<file path="src/rtl/sap1_pkg.sv">
// Shared SAP-1 definitions: datapath widths common to MAR, PC, IR and the
// W bus, plus the programming-controller state encoding.
package sap1_pkg;

  localparam int ADDR_W = 4;
  localparam int DATA_W = 8;

  typedef enum logic [1:0] {
    S_RUN  = 2'd0,
    S_PROG = 2'd1,
    S_FULL = 2'd2
  } state_e;

endpackage

</file>
<file path="src/rtl/sap1_prog_ctrl.sv">
// Programming controller for the SAP-1 RAM: mode FSM plus the sequential
// fill-address counter.
//   clk, clr_n      clock, async active-low reset
//   prog            1 = programming mode requested
//   prog_valid      programming byte present
//   we, waddr       memory write strobe and address
//   prog_ready      byte accepted this cycle when prog_valid is high
//   prog_addr       address of the next accepted byte
//   prog_done       all words written this session
//   run             run mode (reads allowed)
module sap1_prog_ctrl
  import sap1_pkg::*;
#(
  parameter int ADDR_W = sap1_pkg::ADDR_W
) (
  input  logic              clk,
  input  logic              clr_n,
  input  logic              prog,
  input  logic              prog_valid,
  output logic              we,
  output logic [ADDR_W-1:0] waddr,
  output logic              prog_ready,
  output logic [ADDR_W-1:0] prog_addr,
  output logic              prog_done,
  output logic              run
);

  localparam logic [ADDR_W-1:0] LAST = ADDR_W'((2**ADDR_W) - 1);

  state_e            state_q, state_d;
  logic [ADDR_W-1:0] addr_q, addr_d;
  logic              beat;

  // Dropping prog wins over a simultaneous handshake: no write that cycle.
  assign beat = (state_q == S_PROG) && prog && prog_valid;

  always_ff @(posedge clk or negedge clr_n) begin
    if (!clr_n) begin
      state_q <= S_RUN;
      addr_q  <= '0;
    end else begin
      state_q <= state_d;
      addr_q  <= addr_d;
    end
  end

  always_comb begin
    state_d = state_q;
    addr_d  = addr_q;
    case (state_q)
      S_RUN: begin
        if (prog) begin
          state_d = S_PROG;
          addr_d  = '0;
        end
      end
      S_PROG: begin
        if (!prog) begin
          state_d = S_RUN;
          addr_d  = '0;
        end else if (prog_valid) begin
          // Counter wraps to 0 naturally as the last word is written.
          addr_d = addr_q + 1'b1;
          if (addr_q == LAST) state_d = S_FULL;
        end
      end
      S_FULL: begin
        if (!prog) begin
          state_d = S_RUN;
          addr_d  = '0;
        end
      end
      default: begin
        state_d = S_RUN;
        addr_d  = '0;
      end
    endcase
  end

  always_comb begin
    we         = beat;
    waddr      = addr_q;
    prog_addr  = addr_q;
    prog_ready = (state_q == S_PROG);
    prog_done  = (state_q == S_FULL);
    run        = (state_q == S_RUN);
  end

endmodule

</file>
<file path="src/rtl/sap1_ram16x8.sv">
// SAP-1 16x8 program/data memory. Run mode: combinational read of the word
// addressed by the MAR onto the W bus when ce_n is low. Programming mode:
// valid/ready byte stream fills memory sequentially from address 0.
//   clk, clr_n            clock, async active-low reset (clears memory)
//   prog                  1 = programming mode
//   mar_q                 MAR address
//   ce_n                  active-low RAM-to-bus enable
//   prog_valid/prog_data  programming byte stream
//   prog_ready/prog_addr  acceptance and next write address
//   prog_done             memory filled this session
//   bus_out/bus_oe        read data toward the W bus (0 when not driving)
module sap1_ram16x8
  import sap1_pkg::*;
#(
  parameter int ADDR_W = sap1_pkg::ADDR_W,
  parameter int DATA_W = sap1_pkg::DATA_W
) (
  input  logic              clk,
  input  logic              clr_n,
  input  logic              prog,
  input  logic [ADDR_W-1:0] mar_q,
  input  logic              ce_n,
  input  logic              prog_valid,
  input  logic [DATA_W-1:0] prog_data,
  output logic              prog_ready,
  output logic [ADDR_W-1:0] prog_addr,
  output logic              prog_done,
  output logic [DATA_W-1:0] bus_out,
  output logic              bus_oe
);

  localparam int DEPTH = 2**ADDR_W;

  logic [DEPTH-1:0][DATA_W-1:0] mem;
  logic                         we, run;
  logic [ADDR_W-1:0]            waddr;

  sap1_prog_ctrl #(.ADDR_W(ADDR_W)) u_ctrl (
    .clk        (clk),
    .clr_n      (clr_n),
    .prog       (prog),
    .prog_valid (prog_valid),
    .we         (we),
    .waddr      (waddr),
    .prog_ready (prog_ready),
    .prog_addr  (prog_addr),
    .prog_done  (prog_done),
    .run        (run)
  );

  always_ff @(posedge clk or negedge clr_n) begin
    if (!clr_n) begin
      mem <= '0;
    end else if (we) begin
      mem[waddr] <= prog_data;
    end
  end

  // The FSM sits in S_RUN during reset, so clr_n gates the enable to keep
  // the bus released while reset is held.
  always_comb begin
    bus_oe  = run && !ce_n && clr_n;
    bus_out = bus_oe ? mem[mar_q] : '0;
  end

endmodule

</file>
<file path="config.mk">
export PLATFORM = sky130hd
export DESIGN_NAME = sap1_ram16x8
export DESIGN_NICKNAME = d
export VERILOG_FILES = /design/src/rtl/sap1_pkg.sv /design/src/rtl/sap1_prog_ctrl.sv /design/src/rtl/sap1_ram16x8.sv
export SDC_FILE = /design/constraint.sdc
export NUM_CORES = 1
export LEC_CHECK = 0
export ABC_AREA = 1
export CELL_PAD_IN_SITES_DETAIL_PLACEMENT = 1
export CELL_PAD_IN_SITES_GLOBAL_PLACEMENT = 2
export CORE_MARGIN = 2
export CORE_UTILIZATION = 36
export DETAILED_ROUTE_END_ITERATION = 10
export MAX_ROUTING_LAYER = met4
export PLACE_DENSITY = 0.78
export RECOVER_POWER = 100
export SLEW_MARGIN = 20
export SYNTH_ARGS = -nofsm -noshare
export SYNTH_HDL_FRONTEND = slang
export SYNTH_SLANG_ARGS = --single-unit
export TNS_END_PERCENT = 1
</file>
<file path="constraint.sdc">
create_clock -name clk -period 2 [get_ports clk]
set_input_delay 0.5 -clock clk [delete_from_list [all_inputs] [get_ports clk]]
set_output_delay 0.5 -clock clk [all_outputs]
set_load 0.03 [all_outputs]
</file>
## Word-level counts from Yosys, hierarchy flattened

Index checks and enable logic that the tools add are counted.

| operators by class | value |
|---|---|
| equality and inequality tests | 7 |
| muxes and demuxes | 17 |
| order comparisons | 3 |
| reduce and logical (&&, ||, !) cells | 9 |
| $add $sub $neg | 1 |

Operators with widths:

| operator | count |
|---|---|
| $bwmux W128 | 1 |
| $bmux W8 S4 | 1 |
| $demux W8 S4 | 1 |
| $mux W8 | 3 |
| $mux W4 | 4 |
| $pmux W4 S3 | 1 |
| $lt A4 B5 Y1 const B | 2 |
| $mux W2 | 5 |
| $pmux W2 S3 | 1 |
| $logic_and A1 B1 Y1 | 5 |
| $add A4 B1 Y4 const B | 1 |
| $eq A4 B4 Y1 const B | 1 |
| $ge A4 B1 Y1 const B | 1 |
| $ne A2 B2 Y1 const B | 2 |
| $reduce_and A4 Y1 | 1 |
| $ne A3 B2 Y1 const B | 1 |
| $ne A3 B3 Y1 const B | 1 |
| $reduce_and A3 Y1 | 1 |
| $eq A2 B1 Y1 const B | 1 |
| $eq A2 B2 Y1 const B | 1 |
| $logic_not A2 Y1 | 1 |
| $logic_not A1 Y1 | 1 |

| word-level totals | value |
|---|---|
| register bits | 134 |
| bits of input ports | 17 |
| word-level logic and storage cells | 55 |
| output and inout bits | 15 |

## Logic depth before layout (Yosys ltp)

Gate-level depths: netlist of the first run.

| logic depth | value |
|---|---|
| word-level depth | 5 |
| depth in mapped cells | 9 |
| gate-level depth less buffers | 8 |

## Modules after synthesis

From an unflattened synthesis of the first run, not the netlist that was laid out.

| second synthesis, totals | value |
|---|---|
| cells, all modules | 905 |
| area total of the unflattened synthesis | 6713.9 µm² |

By module, submodules not included:

| module | cells an instance | instances | sequential area each (µm²) | area each (µm²) |
|---|---|---|---|---|
| sap1_ram16x8 | 844 | 1 | 3203.1 | 6298.5 |
| sap1_prog_ctrl | 61 | 1 | 150.1 | 415.4 |

## Least setup slack after synthesis of the first run

Ideal clock, no wire load.

| path | value |
|---|---|
| kind | register to output |
| from | register u_ctrl.state_q[1] |
| to | output port bus_out[0] |
| arrival | 1.784 ns |
| data required time | 1.500 ns |
| cell stages (with the launch flop) | 6 |
| slack | -0.284 ns |
| path buffers | 0 |
| path through | dfrtp_1 > nor2_1 > nand2_1 > nor2_1 > nand2_1 > nor2_1 |

| between the ends | value |
|---|---|
| longest elaborated chain between the ends | 4 |

RTL lines:

| element | RTL line | RTL |
|---|---|---|
| start: declaration | sap1_prog_ctrl.sv:30 | `state_e state_q, state_d;` |
| start signal: assignment | sap1_prog_ctrl.sv:42 | `state_q <= state_d;` |
| $logic_not A2 Y1 | sap1_prog_ctrl.sv:86 | `run = (state_q == S_RUN);` |
| $logic_and A1 B1 Y1 (2 in series) | sap1_ram16x8.sv:62 | `bus_oe = run && !ce_n && clr_n;` |
| net bus_oe | sap1_ram16x8.sv:29 | `output logic bus_oe` |
| $mux W8 | sap1_ram16x8.sv:63 | `bus_out = bus_oe ? mem[mar_q] : '0;` |
| end: declaration | sap1_ram16x8.sv:28 | `output logic [DATA_W-1:0] bus_out,` |

The timed path passes the listed nets, and every way through them passes these cells.

## Worst setup path in the final report of the first run

| path | value |
|---|---|
| from | input port mar_q[0] |
| to | output port bus_out[2] |

| between the ends | value |
|---|---|
| longest elaborated chain between the ends | 3 |

RTL lines:

| element | RTL line | RTL |
|---|---|---|
| start: declaration | sap1_ram16x8.sv:21 | `input logic [ADDR_W-1:0] mar_q,` |
| $bmux W8 S4 | sap1_ram16x8.sv:63 |  |
| $mux W8 (not written as such) | sap1_ram16x8.sv:63 |  |
| $mux W8 | sap1_ram16x8.sv:63 |  |

Every way passes these cells. The select of a mux whose other input is x is not followed.

==> flow_metrics.tcl, run 1 <==
set metrics [dict create \
    wl_per_cell_um 17.9 \
    die_h_um 141 \
    htreeDepth 4 \
    synth_cell_types 26 \
    timing.setup.tns_ns -1.50 \
    num_rows 50 \
    start_util_pct 36.5 \
    rsz0062_at_grt "yes" \
    drt_pass1_iterations 4 \
    finalPower_uw 7390 \
    status "finished, violations left" \
    portBuffers 31 \
    setup_ws_ns -0.206 \
    final_antenna_net_count 0 \
    drive_gt1_share_pct 14.9 \
    clock_latency_ns 0.42 \
    via_count 5961 \
    critPathMaxStageDelay_ns 0.18 \
    final_cell_mix "nand2_1 (301), dfrtp_1 (132), inv_1 (130), nand3_1 (92), o21ai_0 (68)" \
    cts.sinks 134 \
    timing.critical_path.mode_cell "nand2_1" \
    setup_viol 11 \
    final_hold_viol_count 0 \
    fin_crit_ns 2.21 \
    die_x_um 141 \
    power.density_nw_per_um2 888 \
    maxSlewHeadroom_pct 15.0 \
    finalCritPeriodShare_pct 110 \
    critical_path_peak_fanout 15 \
    grt_pass1_vias 6399 \
    slew_violations 0 \
    worstPathArrival_ns 1.71 \
    pin_count 32 \
    hold_class "input pin to asynchronous set/reset pin" \
    grt_use_total_pct 23.4 \
    crit_required_ns 1.50 \
    path_clk_slew_ns 0.06 \
    syn_inst 901 \
    peakVddDrop_uv 571 \
    crit_slowest_cell "a21oi_2" \
    gp_congestion 0.790 \
    leakagePower_uw 0.00392 \
    core_area_um2 18600 \
    synth_nets 922 \
    synth.avg_cell_area_um2 7.55 \
    tightest_slew_ns 1.28 \
    yosysWarnings 0 \
    cts-root-buf "clkbuf_16" \
    grt.overflow.total 0 \
    drt-initial-drc-count 319 \
    max_freq_mhz 453 \
    drc 0 \
    nets 974 \
    start_kind "input pin" \
    stdcell_area_um2 8320 \
    antenna_found_initial 0 \
    cts_tree "yes" \
    crit_chain "buf_2 > buf_4 > buf_12 > buf_4 > nand2_1 > nand2_1 > nand2_1 > nand3_1 > a21oi_2 > nor2_4 > buf_6" \
    hpwlAfterDp_mm 14.6 \
    ys_seq_area_share_pct 49.3 \
    viasPerCell 4.97 \
    die-area_um2 20000 \
    maxCapViolCount 0 \
    cts_inserted_buffers 17 \
    wl_mm 21.5 \
    fin_skew_ns 0.0108 \
    n_fill_cell 2269 \
    ys_ff_latch 134 \
    final_common_cell "nand2_1" \
    critPathCaptureType "output port" \
    syn_area_um2 6810 \
    grt_max_degree 135 \
    syn_to_final_growth_pct 22.2 \
    clockBufferDepth 2 \
    diodes 0 \
    place_area_um2 7730 \
    cts_hold_buffers 0 \
    critPathKind "input pin to output port" \
    violations "negative setup slack" \
    grt_pass1_wl_mm 34.8 \
]
[cell usage after synthesis (all sizes together)]
cell type / instances / area, um2
nand2: 310 / 1170
a311oi: 1 / 8.76
nor2: 23 / 96.4
o21ai: 131 / 682
inv: 133 / 499
clkbuf: 28 / 105
buf: 22 / 125
a21oi: 9 / 45.0
nand4: 4 / 58.8
clkinv: 1 / 5.00
nand3: 99 / 588
xor2: 2 / 17.5
ha: 4 / 50.1
dfrtp: 134 / 3350
[power by group]
part	total, uW	internal [uW]	switching [uW]	leakage [uW]
clock	3040	1820	1210	0.000261
combinational	1230	419	814	0.00189
sequential	3120	3010	103	0.00177
[registers in the layout, indices dropped and copies added, names as in the netlist]
register and cells:
u_ctrl.state_q 2, mem 128, u_ctrl.prog_addr 4
[worst max-delay path: cells and delay by family]
kind / cells / cell delay (ns)
AND/OR/NAND/NOR: 5 / 0.30
AO/OA/AOI/OAI: 1 / 0.18
buffers and inverters: 5 / 0.72
[stage by stage]
| stage | hold WS [ns] | setup slack (ns) | cells | util, % |
|---|---|---|---|---|
| 2_1_floorplan | 0.204 | -0.00898 | 901 | - |
| 3_3_place_gp | 0.467 | -0.610 | 1162 | 41.5 |
| 3_5_place_dp | 0.472 | -0.603 | 1162 | 41.5 |
| 4_1_cts | 0.295 | -0.193 | 1196 | 45.1 |
| 5_1_grt | 0.514 | -0.283 | 1200 | 44.6 |
| 6_report | 0.430 | -0.206 | 1200 | 44.6 |
[cells by family after synthesis]
logic type | after synthesis | synth area share (%)
buffers and inverters | 184 | 10.8
adder cells (fa/ha/maj) | 4 | 0.735
AND/OR/NAND/NOR | 436 | 28.1
XOR/XNOR | 2 | 0.257
flip-flops | 134 | 49.3
AO/OA/AOI/OAI | 141 | 10.8
[per-layer routing]
metal	GRT usage, %	routed length (um)	share of wire, %	vias to the layer above
met2	39.4	10800	50	78
met4	5.74	219	1.0	0
met1	29.6	9870	46	2962
li1	-	-	-	2906
met5	-	0	0	-
met3	3.81	678	3.1	15
[final timing paths]
kind | startpoint | endpoint | slack [ns] | cells after the start
setup / recovery | mar_q[0] | bus_out[2] | -0.21 | 11
hold / removal | clr_n | mem[30] | 0.43 | 2
setup reg to reg | u_ctrl.state_q[1] | mem[94] | 0 | 8
hold reg to reg | mem[51] | mem[51] | 0.48 | 2
max in group asynchronous | clr_n | u_ctrl.state_q[0] | 0.61 | 2
min in group clk | mem[51] | mem[51] | 0.48 | 2
[final cells by class]
type	count	area, um2	share of cell area, %
clock buffer	19	433	5.20
multi-input combinational	583	2790	33.5
inverter	134	507	6.09
timing repair buffer	83	806	9.69
clock inverter	13	134	1.61
sequential	134	3360	40.3
tap	234	293	3.52
[repair_timing]
item                       CTS  global route
buffers inserted             1             2
setup endpoints to repair   14            12
pin swaps                    1             4
resized for setup           43            11
cloned                       1             2
Note: power is estimated with default switching activity, not from simulation.
==> inputs of run 2 (changes only) <==
--- a/config.mk
+++ b/config.mk
@@ -11,6 +11,7 @@
 export CORE_MARGIN = 2
 export CORE_UTILIZATION = 36
 export DETAILED_ROUTE_END_ITERATION = 10
+export GPL_ROUTABILITY_DRIVEN = 1
 export MAX_ROUTING_LAYER = met4
 export PLACE_DENSITY = 0.78
 export RECOVER_POWER = 100
==> results of run 2 <==
No change in the layout: final DEF, timing and power equal those of run 1.
